### src/rtl/eric_clapton_pkg.sv
// Shared types and SHA-256 style boolean helpers for the eric_clapton mixer.
// ch_f/maj_f are kept here so the SHA round logic can reuse them.
package eric_clapton_pkg;

  localparam int W = 4;

  typedef logic [W-1:0] word_t;

  // Ch: each bit of x picks y (when 1) or z (when 0)
  function automatic word_t ch_f(word_t x, word_t y, word_t z);
    return (x & y) ^ (~x & z);
  endfunction

  // Maj: bitwise majority vote of the three words
  function automatic word_t maj_f(word_t x, word_t y, word_t z);
    return (x & y) ^ (x & z) ^ (y & z);
  endfunction

endpackage

### src/rtl/eric_clapton_if.sv
// Bundle between the register stage and the combinational mixer.
// The master drives the registered words and the slave returns their parity.
interface eric_clapton_if;
  import eric_clapton_pkg::*;

  word_t x;
  word_t y;
  word_t z;
  logic  parity;

  modport master (output x, output y, output z, input parity);
  modport slave  (input x, input y, input z, output parity);

endinterface

### src/rtl/eric_clapton_mix.sv
// Pure combinational mixer: parity of (Ch + Maj) mod 2**W.
module eric_clapton_mix
  import eric_clapton_pkg::*;
(
  eric_clapton_if.slave mix_bus
);

  word_t sum;

  // The sum is declared W bits wide, so the carry out drops off naturally
  always_comb begin
    sum = ch_f(mix_bus.x, mix_bus.y, mix_bus.z) + maj_f(mix_bus.x, mix_bus.y, mix_bus.z);
  end

  assign mix_bus.parity = ^sum;

endmodule

### src/rtl/eric_clapton_core.sv
// Two-stage pipelined Ch/Maj parity mixer; one result per clock, no handshake.
// Port names match the integration names of the eric_clapton instance.
module eric_clapton_core
  import eric_clapton_pkg::*;
(
  input  logic  clk,
  input  logic  reset,
  input  word_t A_e,
  input  word_t B_e,
  input  word_t C_e,
  output logic  Yout
);

  word_t a_q;
  word_t b_q;
  word_t c_q;

  eric_clapton_if mix_bus ();

  assign mix_bus.x = a_q;
  assign mix_bus.y = b_q;
  assign mix_bus.z = c_q;

  eric_clapton_mix u_mix (
    .mix_bus (mix_bus)
  );

  // Both stages clear together, so in-flight data is discarded on reset
  always_ff @(posedge clk or posedge reset) begin
    if (reset) begin
      a_q  <= '0;
      b_q  <= '0;
      c_q  <= '0;
      Yout <= 1'b0;
    end else begin
      a_q  <= A_e;
      b_q  <= B_e;
      c_q  <= C_e;
      Yout <= mix_bus.parity;
    end
  end

endmodule

### config.mk
export PLATFORM = sky130hd
export DESIGN_NAME = eric_clapton_core
export DESIGN_NICKNAME = d
export VERILOG_FILES = /design/src/rtl/eric_clapton_pkg.sv /design/src/rtl/eric_clapton_if.sv /design/src/rtl/eric_clapton_mix.sv /design/src/rtl/eric_clapton_core.sv
export SDC_FILE = /design/constraint.sdc
export NUM_CORES = 1
export LEC_CHECK = 0
export ABC_AREA = 1
export CORE_AREA = 2 2 39 41
export DETAILED_ROUTE_END_ITERATION = 6
export DIE_AREA = 0 0 41 43
export HOLD_SLACK_MARGIN = 0.08
export PLACE_DENSITY = 0.68
export SLEW_MARGIN = 40
export SYNTH_ARGS = -nofsm -noshare
export SYNTH_HDL_FRONTEND = slang
export SYNTH_SLANG_ARGS = --single-unit
### constraint.sdc
create_clock -name clk -period 2 [get_ports clk]
set_input_delay 0.4 -clock clk [delete_from_list [all_inputs] [get_ports clk]]
set_output_delay 0.4 -clock clk [all_outputs]
set_load 0.005 [all_outputs]
==> results of run 1 <==
## cell usage after synthesis
master / count
a21oi_1: 7
inv_1: 12
nor2_1: 4
ha_1: 3
fa_1: 1
dfrtp_1: 12
nand3_1: 5
nand2_1: 17
## how the worst max path moves through the flow
stage | to | from
final | Yout | a_q[0]
after global routing | Yout | a_q[0]
after CTS | Yout | a_q[0]
after detailed placement | Yout | a_q[0]
after global placement | Yout | a_q[0]
after floorplan | Yout | c_q[0]
## placed cells by master (no fill, tap or decap)
master,synthesis,final
a21oi_1,7,6
ha_1,3,2
nor2_2,0,1
nor2_1,4,3
inv_1,12,12
nand2_1,17,17
clkbuf_4,0,3
nand3_1,5,5
dfrtp_1,12,12
a21oi_2,0,1
clkdlybuf4s50_1,0,13
ha_2,0,1
fa_1,1,1
clkbuf_8,0,1
## critical path: stages, from the launching register on
cell     delay, ns
dfrtp_1       0.41
nor2_2        0.12
a21oi_1       0.06
ha_2          0.19
fa_1          0.50
inv_1         0.05
nand2_1       0.05
nand2_1       0.06
inv_1         0.05
nand2_1       0.06
nand3_1       0.07
nand2_1       0.05
## stage by stage
step / setup slack (ns) / instances / cell area (um2) / util / hold slack [ns]
floorplan: 0.305 / 61 / 542 / - / 0.265
global placement: 0.240 / 90 / 692 / 0.500 / 0.645
detailed placement: 0.191 / 90 / 692 / 0.500 / 0.695
CTS: 0.178 / 94 / 728 / 0.526 / 0.440
global route: 0.00741 / 94 / 737 / 0.533 / 0.484
finish: 0.227 / 94 / 737 / 0.533 / 0.417
## flip-flops by register name, summed over array words and instances (netlist names)
| signal | cells |
|---|---|
| c_q | 4 |
| a_q | 3 |
| b_q | 4 |
| Yout | 1 |
## per-layer routing
layer | GRT usage | vias to the layer above | routed length, um
li1 | - | 221 | -
met2 | 0.213 | 17 | 505
met4 | 0.0800 | 0 | 10
met1 | 0.147 | 188 | 323
met3 | 0.0471 | 2 | 51
met5 | 0 | - | 0
## cells by family after synthesis
family,after synthesis,share of synthesized area
DFF,12,0.554
and+or+nand+nor,26,0.192
AOI/OAI and AO/OA,7,0.0647
adders and majority gates,4,0.106
buffers and inverters,12,0.0831
## power groups by stage
stage | sequential [mW] | clock, mW | combinational, mW
2_1_floorplan | 0.275 | 0 | 0.0788
3_3_place_gp | 0.273 | 0 | 0.128
3_5_place_dp | 0.275 | 0 | 0.134
4_1_cts | 0.270 | 0.196 | 0.135
5_1_grt | 0.274 | 0.210 | 0.163
6_report | 0.270 | 0.194 | 0.135
## timing repair
action | CTS | global route
setup endpoints to repair | 0 | 1
resized for setup | 0 | 3
hold endpoints to repair | 0 | 0
## layout make-up
class                      instances  share of cell area
multi-input combinational         37               0.278
sequential                        12               0.407
timing repair buffer              13               0.177
tap                               16              0.0272
inverter                          12              0.0611
clock buffer                       4              0.0492
==> impl_metrics.env, run 1 <==
export IMPL_required_ns=2.17
export IMPL_htree_levels=1
export IMPL_crit_arrival_ns=1.95
export IMPL_maxCapViolations=0
export IMPL_grt_usage=0.135
export IMPL_setup_viol=0
export IMPL_via_per_inst=4.55
export IMPL_worstPathMaxFanout=3
export IMPL_crit_reg2reg_launch="a_q[0]"
export IMPL_final_setup_skew_ns=0.00330
export IMPL_core_area_um2=1380
export IMPL_drc=0
export IMPL_rows=14
export IMPL_hold_path_class="in -> async"
export IMPL_drt_wl_total_um=891
export IMPL_yosysWarnings=0
export IMPL_antenna_found_initial=0
export IMPL_r2r_end="Yout"
export IMPL_die_x_um=41
export IMPL_netlist_top_cell_by_area="dfrtp_1"
export IMPL_nets=97
export IMPL_cp_end_kind="flop"
export IMPL_cts_root_buf="clkbuf_4"
export IMPL_synth_nets=79
export IMPL_cts_tree="done"
export IMPL_seq_power_share=0.450
export IMPL_critPathKind="reg -> reg"
export IMPL_hold_buffers=0
export IMPL_post_cts_buffers=0
export IMPL_clk_latency_ns=0.27
export IMPL_p_total_mw=0.599
export IMPL_synth_seq_cells=12
export IMPL_layout_min_cycle_time_ns=1.77
export IMPL_hpwl_um=689
export IMPL_yosys_area_top_type_share=0.554
export IMPL_synth_cells=61
export IMPL_syn_avg_cell_area_um2=8.88
export IMPL_fmax_ghz=0.564
export IMPL_pwr_share_clk=0.324
export IMPL_slew_limit_headroom=0.710
export IMPL_regArea_um2=300
export IMPL_drive_gt1_frac=0.0897
export IMPL_dr_pass1_iters=4
export IMPL_slew_viol_final=0
export IMPL_via_count=428
export IMPL_power_net_switching_mw=0.156
export IMPL_multi_input_area_um2=205
export IMPL_grt_first_pass_wirelength_um=1520
export IMPL_area_delta_synth_final_pct=36.0
export IMPL_power_internal_mw=0.443
export IMPL_initialDrtViolationCount=10
export IMPL_leakagePower_nw=0.379
export IMPL_grt_pass1_vias=400
export IMPL_start_util=0.392
export IMPL_wire_per_inst_um=9.48
export IMPL_numCtsBuffers=3
export IMPL_gr_total_overflow=0
export IMPL_finalHoldViolCount=0
export IMPL_rsz0062_at_grt="false"
export IMPL_worst_setup_path_start_kind="flop"
export IMPL_max_slew_worst_pin_slew_ns=0.435
export IMPL_ir_drop_uv=460
export IMPL_diodes=0
export IMPL_swShare=0.261
export IMPL_ff2ff_setup_slack_ns=0.23
export IMPL_globalplace_congestion=0.659
export IMPL_cts_buffer_depth=2
export IMPL_power_density_nw_per_um2=813
export IMPL_tns_ns=0
export IMPL_status="finished clean"
export IMPL_io_buffer_count=13
export IMPL_die_y_um=43
export IMPL_combinationalPowerShare=0.226
export IMPL_ff2ff_path_depth=11
export IMPL_ios=15
export IMPL_clock_sinks=12
export IMPL_grt_max_degree=13
export IMPL_die_area_um2=1760
export IMPL_fillers=125
export IMPL_ys_types=8
export IMPL_min_period_over_period=0.886
export IMPL_syn_cell_area_um2=542
export IMPL_drtAntennaViolNets=0
export IMPL_synth_seq_area_share=0.554
export IMPL_clk_pin_slew_ns=0.08
export IMPL_synth_area_leaders="dfrtp_1 (55%), nand2_1 (12%), inv_1 (8.3%)"
(Power assumes the default switching activity.)
==> run 2, diff against run 1 <==
--- a/config.mk
+++ b/config.mk
@@ -10,8 +10,9 @@
 export DETAILED_ROUTE_END_ITERATION = 6
 export DIE_AREA = 0 0 41 43
 export HOLD_SLACK_MARGIN = 0.08
-export PLACE_DENSITY = 0.68
+export PLACE_DENSITY = 0.7
 export SLEW_MARGIN = 40
 export SYNTH_ARGS = -nofsm -noshare
 export SYNTH_HDL_FRONTEND = slang
+export SYNTH_HIERARCHICAL = 1
 export SYNTH_SLANG_ARGS = --single-unit
==> run 2 against run 1 <==
Effect of this change:
- design area down 1.7%
- global-route usage up 0.27 points
- count of clock-buffer cells in the layout unchanged
- sequential power down 2%
- non-clock buffer count unchanged
- setup slack better by 0.26 ns
- total power down 9.2%
- maximum frequency up 17%
- worst hold slack better by 0.014 ns
==> impl_metrics.env, run 2 <==
export IMPL_gr_total_overflow=0
export IMPL_clock_sinks=12
export IMPL_area_delta_synth_final_pct=34.7
export IMPL_clk_latency_ns=0.27
export IMPL_clk_pin_slew_ns=0.07
export IMPL_p_total_mw=0.544
export IMPL_hold_path_class="in -> async"
export IMPL_grt_max_degree=13
export IMPL_worstPathMaxFanout=3
export IMPL_via_per_inst=4.55
export IMPL_dr_pass1_iters=4
export IMPL_die_area_um2=1760
export IMPL_drc=0
export IMPL_power_density_nw_per_um2=751
export IMPL_grt_first_pass_wirelength_um=1570
export IMPL_die_x_um=41
export IMPL_drive_gt1_frac=0.179
export IMPL_cts_buffer_depth=2
export IMPL_reg_top3="b_q: 4 flops, c_q: 4 flops, a_q: 3 flops"
export IMPL_rows=14
export IMPL_layout_min_cycle_time_ns=1.51
export IMPL_diodes=0
export IMPL_nets=94
export IMPL_met2_usage=0.216
export IMPL_core_area_um2=1380
export IMPL_cts_repair_resize_count=0
export IMPL_rsz0062_at_grt="false"
export IMPL_min_period_over_period=0.757
export IMPL_die_y_um=43
export IMPL_htree_levels=1
export IMPL_slew_viol_final=0
export IMPL_initialDrtViolationCount=2
export IMPL_yosysWarnings=6
export IMPL_fin_ws_ns=0.486
export IMPL_io_buffer_count=13
export IMPL_synth_nets=76
export IMPL_setup_viol=0
export IMPL_hold_buffers=0
export IMPL_pre_cts_slack_ns=0.504
export IMPL_post_cts_buffers=0
export IMPL_ios=15
export IMPL_leakagePower_nw=0.370
export IMPL_met1_usage=0.153
export IMPL_via_count=428
export IMPL_fmax_ghz=0.660
export IMPL_place_area_um2=688
export IMPL_start_util=0.389
export IMPL_wire_per_inst_um=9.63
export IMPL_ir_drop_uv=428
export IMPL_syn_avg_cell_area_um2=8.82
export IMPL_worst_setup_path_start_kind="flop"
export IMPL_critPathKind="reg -> reg"
export IMPL_grt_usage=0.138
export IMPL_drtAntennaViolNets=0
export IMPL_tns_ns=0
export IMPL_crit_arrival_ns=1.67
export IMPL_cp_end_kind="flop"
export IMPL_busiest_layer="met2"
export IMPL_status="finished clean"
export IMPL_numCtsBuffers=3
export IMPL_synth_cells=61
export IMPL_antenna_found_initial=0
export IMPL_final_common_cell="nand2_1"
export IMPL_grt_pass1_vias=407
export IMPL_finalHoldViolCount=0
export IMPL_cts_root_buf="clkbuf_4"
export IMPL_use_met3=0.0157
export IMPL_cts_tree="done"
export IMPL_hpwl_um=713
export IMPL_finalInstanceArea_um2=724
export IMPL_final_setup_skew_ns=0.00403
export IMPL_globalplace_congestion=0.651
export IMPL_slew_limit_headroom=0.712
export IMPL_drt_wl_total_um=905
export IMPL_maxCapViolations=0
export IMPL_holdWs_ns=0.431
export IMPL_max_slew_worst_pin_slew_ns=0.431
export IMPL_mostFrequentLayoutCells="nand2_1 (19), clkdlybuf4s50_1 (13), dfrtp_1 (12)"
export IMPL_required_ns=2.16
export IMPL_syn_cell_area_um2=538
## run 2: report_power, final
group	internal, mW	leakage, nW	total [mW]	switching (mW)
Combinational	0.0479	0.209	0.0918	0.0439
Sequential	0.258	0.140	0.265	0.00728
Clock	0.111	0.0210	0.187	0.0768
## run 2: layout make-up
class / instances / area, um2
inverters: 12 / 45.0
multi-input cells: 37 / 193
flip-flops and latches: 12 / 300
clock buffers: 4 / 36.3
well taps: 16 / 20.0
repair buffers: 13 / 130
fillers: 135 / 659
## run 2: final timing paths
kind / start / end / slack (ns) / depth (start not counted)
min in group clk: A_e[1] / a_q[1] / 0.56 / 1
max in group asynchronous: reset / b_q[3] / 1.27 / 2
hold reg to reg: b_q[3] / Yout / 0.62 / 5
hold / removal: reset / c_q[1] / 0.43 / 2
setup / recovery: c_q[0] / Yout / 0.49 / 10
setup reg to reg: c_q[0] / Yout / 0.49 / 10
## run 2: critical path, stage by stage, from the launching register on
cell,delay [ns]
dfrtp_1,0.41
nor2_2,0.16
nor2_4,0.05
ha_1,0.29
nand3_1,0.08
nand2_1,0.12
inv_1,0.06
nand3_1,0.08
nand2_1,0.05
nand2_1,0.06
nand2_1,0.05
## run 2: metal layers
layer	vias to the layer above	part of all wire
met1	199	0.38
met3	2	0.030
li1	218	-
met2	9	0.57
met4	0	0.015
met5	-	0
## run 2: through the flow
stage | std cells | utilization
6_report | 94 | 0.524
5_1_grt | 94 | 0.524
4_1_cts | 94 | 0.524
3_5_place_dp | 90 | 0.497
3_3_place_gp | 90 | 0.497
2_1_floorplan | 61 | -
==> run 3, diff against run 2 <==
==> constraint.sdc (replaced) <==
create_clock -name clk -period 1.6 [get_ports clk]
set_input_delay 0.32 -clock clk [delete_from_list [all_inputs] [get_ports clk]]
set_output_delay 0.32 -clock clk [all_outputs]
set_load 0.005 [all_outputs]
==> run 3 against run 2 <==
Effect of this change:
- wire length decreased by 1.3%
- design area increased by 0.35%
- non-clock buffer count unchanged
- maximum frequency increased by 3.6%
- worst hold slack got worse by 0.079 ns
- flip-flop and latch count unchanged
- register-to-register slack got worse by 0.35 ns
- total power increased by 25%
- combinational power increased by 26%
- sequential power increased by 25%
- cell count unchanged
- via count increased by 0.70%
- critical endpoint unchanged
- largest cell class unchanged
- largest power group unchanged
==> impl_metrics.env, run 3 (synthesis gave the netlist of run 2 again) <==
export IMPL_status="finished clean"
export IMPL_hpwl_um=713
export IMPL_multi_input_area_um2=195
export IMPL_rsz0062_at_grt="false"
export IMPL_critPathKind="reg -> reg"
export IMPL_crit_top_cell="nand2_1"
export IMPL_finalHoldViolCount=0
export IMPL_max_slew_worst_pin_slew_ns=0.433
export IMPL_crit_arrival_ns=1.62
export IMPL_min_period_over_period=0.914
export IMPL_via_count=431
export IMPL_mostFrequentLayoutCells="nand2_1 (18), clkdlybuf4s50_1 (13), dfrtp_1 (12)"
export IMPL_route_met2_wl_um=520
export IMPL_area_delta_synth_final_pct=35.1
export IMPL_ios=15
export IMPL_cpPeakStageDelay_ns=0.40
export IMPL_cts_root_buf="clkbuf_4"
export IMPL_drc=0
export IMPL_initialDrtViolationCount=2
export IMPL_tns_ns=0
export IMPL_grt_usage=0.138
export IMPL_fillers=134
export IMPL_wire_per_inst_um=9.50
export IMPL_reg_top3="b_q: 4 flops, c_q: 4 flops, a_q: 3 flops"
export IMPL_crit_buf_inv=1
export IMPL_drtAntennaViolNets=0
export IMPL_grt_pass1_vias=407
export IMPL_cts_buffer_depth=2
export IMPL_worst_setup_path_start_kind="flop"
export IMPL_final_setup_skew_ns=0.00403
export IMPL_leakagePower_nw=0.370
export IMPL_via_per_inst=4.59
export IMPL_diodes=0
export IMPL_globalplace_congestion=0.651
export IMPL_die_y_um=43
export IMPL_drt_wl_total_um=893
export IMPL_die_x_um=41
export IMPL_pre_cts_slack_ns=0.104
export IMPL_slew_viol_final=0
export IMPL_crit_chain="nor2_2 -> nor2_4 -> ha_1 -> nand3_1 -> nand2_2 -> inv_1 -> nand3_1 -> nand2_1 -> nand2_1 -> nand2_1"
export IMPL_die_area_um2=1760
export IMPL_power_density_nw_per_um2=937
export IMPL_drive_gt1_frac=0.192
export IMPL_layout_min_cycle_time_ns=1.46
export IMPL_io_buffer_count=13
export IMPL_ir_drop_uv=535
export IMPL_clk_pin_slew_ns=0.07
export IMPL_top_layer_used="met4"
export IMPL_antenna_found_initial=0
export IMPL_grt_max_degree=13
export IMPL_slew_limit_headroom=0.711
export IMPL_cts_tree="done"
export IMPL_numCtsBuffers=3
export IMPL_worstPathMaxFanout=3
export IMPL_cp_end_kind="flop"
export IMPL_met1_length_um=329
export IMPL_regArea_um2=300
export IMPL_required_ns=1.76
export IMPL_gr_total_overflow=0
export IMPL_setup_viol=0
export IMPL_core_area_um2=1380
export IMPL_clock_sinks=12
export IMPL_start_util=0.389
export IMPL_htree_levels=1
export IMPL_maxCapViolations=0
export IMPL_rows=14
export IMPL_fmax_ghz=0.684
export IMPL_final_util=0.525
export IMPL_hold_path_class="in -> async"
export IMPL_dr_pass1_iters=4
export IMPL_final_common_cell="nand2_1"
export IMPL_critical_path_top_delay_family="simple AND/OR/NAND/NOR gates"
export IMPL_holdWs_ns=0.352
export IMPL_hold_buffers=0
export IMPL_grt_first_pass_wirelength_um=1570
export IMPL_nets=94
export IMPL_cpMaxStageDelayCell="dfrtp_1"
export IMPL_fin_ws_ns=0.138
export IMPL_dr_wl_met3_um=27
export IMPL_clk_latency_ns=0.27
[run 3: cell count changes in the layout (fill, tap and decap cells not counted)]
cell / before / now
nand2_2: 2 / 3
nand2_1: 19 / 18
[run 3: area by class of cell]
type,instances,share of cell area
clock buffer,4,0.0499
inverter,12,0.0620
multi-input combinational,37,0.269
sequential,12,0.413
tap,16,0.0275
timing repair buffer,13,0.179
[run 3: worst paths after layout]
check	from	end	slack, ns	cells past startpoint
worst max-delay path	c_q[0]	Yout	0.14	10
worst min-delay path	reset	c_q[1]	0.35	2
worst max register to register	c_q[0]	Yout	0.14	10
worst min register to register	b_q[3]	Yout	0.62	5
max in group asynchronous	reset	b_q[3]	0.95	2
min in group clk	A_e[1]	a_q[1]	0.48	1
[run 3: through the flow]
step	std cells	power [mW]	instance area (um2)
6_report	94	0.681	727
5_1_grt	94	0.732	727
4_1_cts	94	0.695	724
3_5_place_dp	90	0.453	688
3_3_place_gp	90	0.447	688
2_1_floorplan	61	0.400	538
[run 3: worst reg2reg max path, delay by kind of cell (launching register included)]
kind | cells | cell delay [ns]
buffers and inverters | 1 | 0.05
adders and majority gates | 1 | 0.29
DFF | 1 | 0.40
and+or+nand+nor | 8 | 0.60
[run 3: report_power, final]
part / internal, mW / leakage [nW] / switching (mW) / total [mW]
registers: 0.322 / 0.140 / 0.00909 / 0.331
logic: 0.0604 / 0.209 / 0.0553 / 0.116
clock network: 0.138 / 0.0210 / 0.0960 / 0.234
total: 0.521 / 0.370 / 0.160 / 0.681
[run 3: metal layers]
| metal | vias up | GRT usage |
|---|---|---|
| li1 | 218 | - |
| met1 | 202 | 0.153 |
| met2 | 9 | 0.216 |
| met3 | 2 | 0.0157 |
| met4 | 0 | 0.120 |
| met5 | - | 0 |
[run 3: what timing repair did]
item	in CTS	in global routing
setup endpoints to repair	0	1
endpoints found under the hold margin	0	0
buffers inserted	0	0
gates resized for setup	0	1
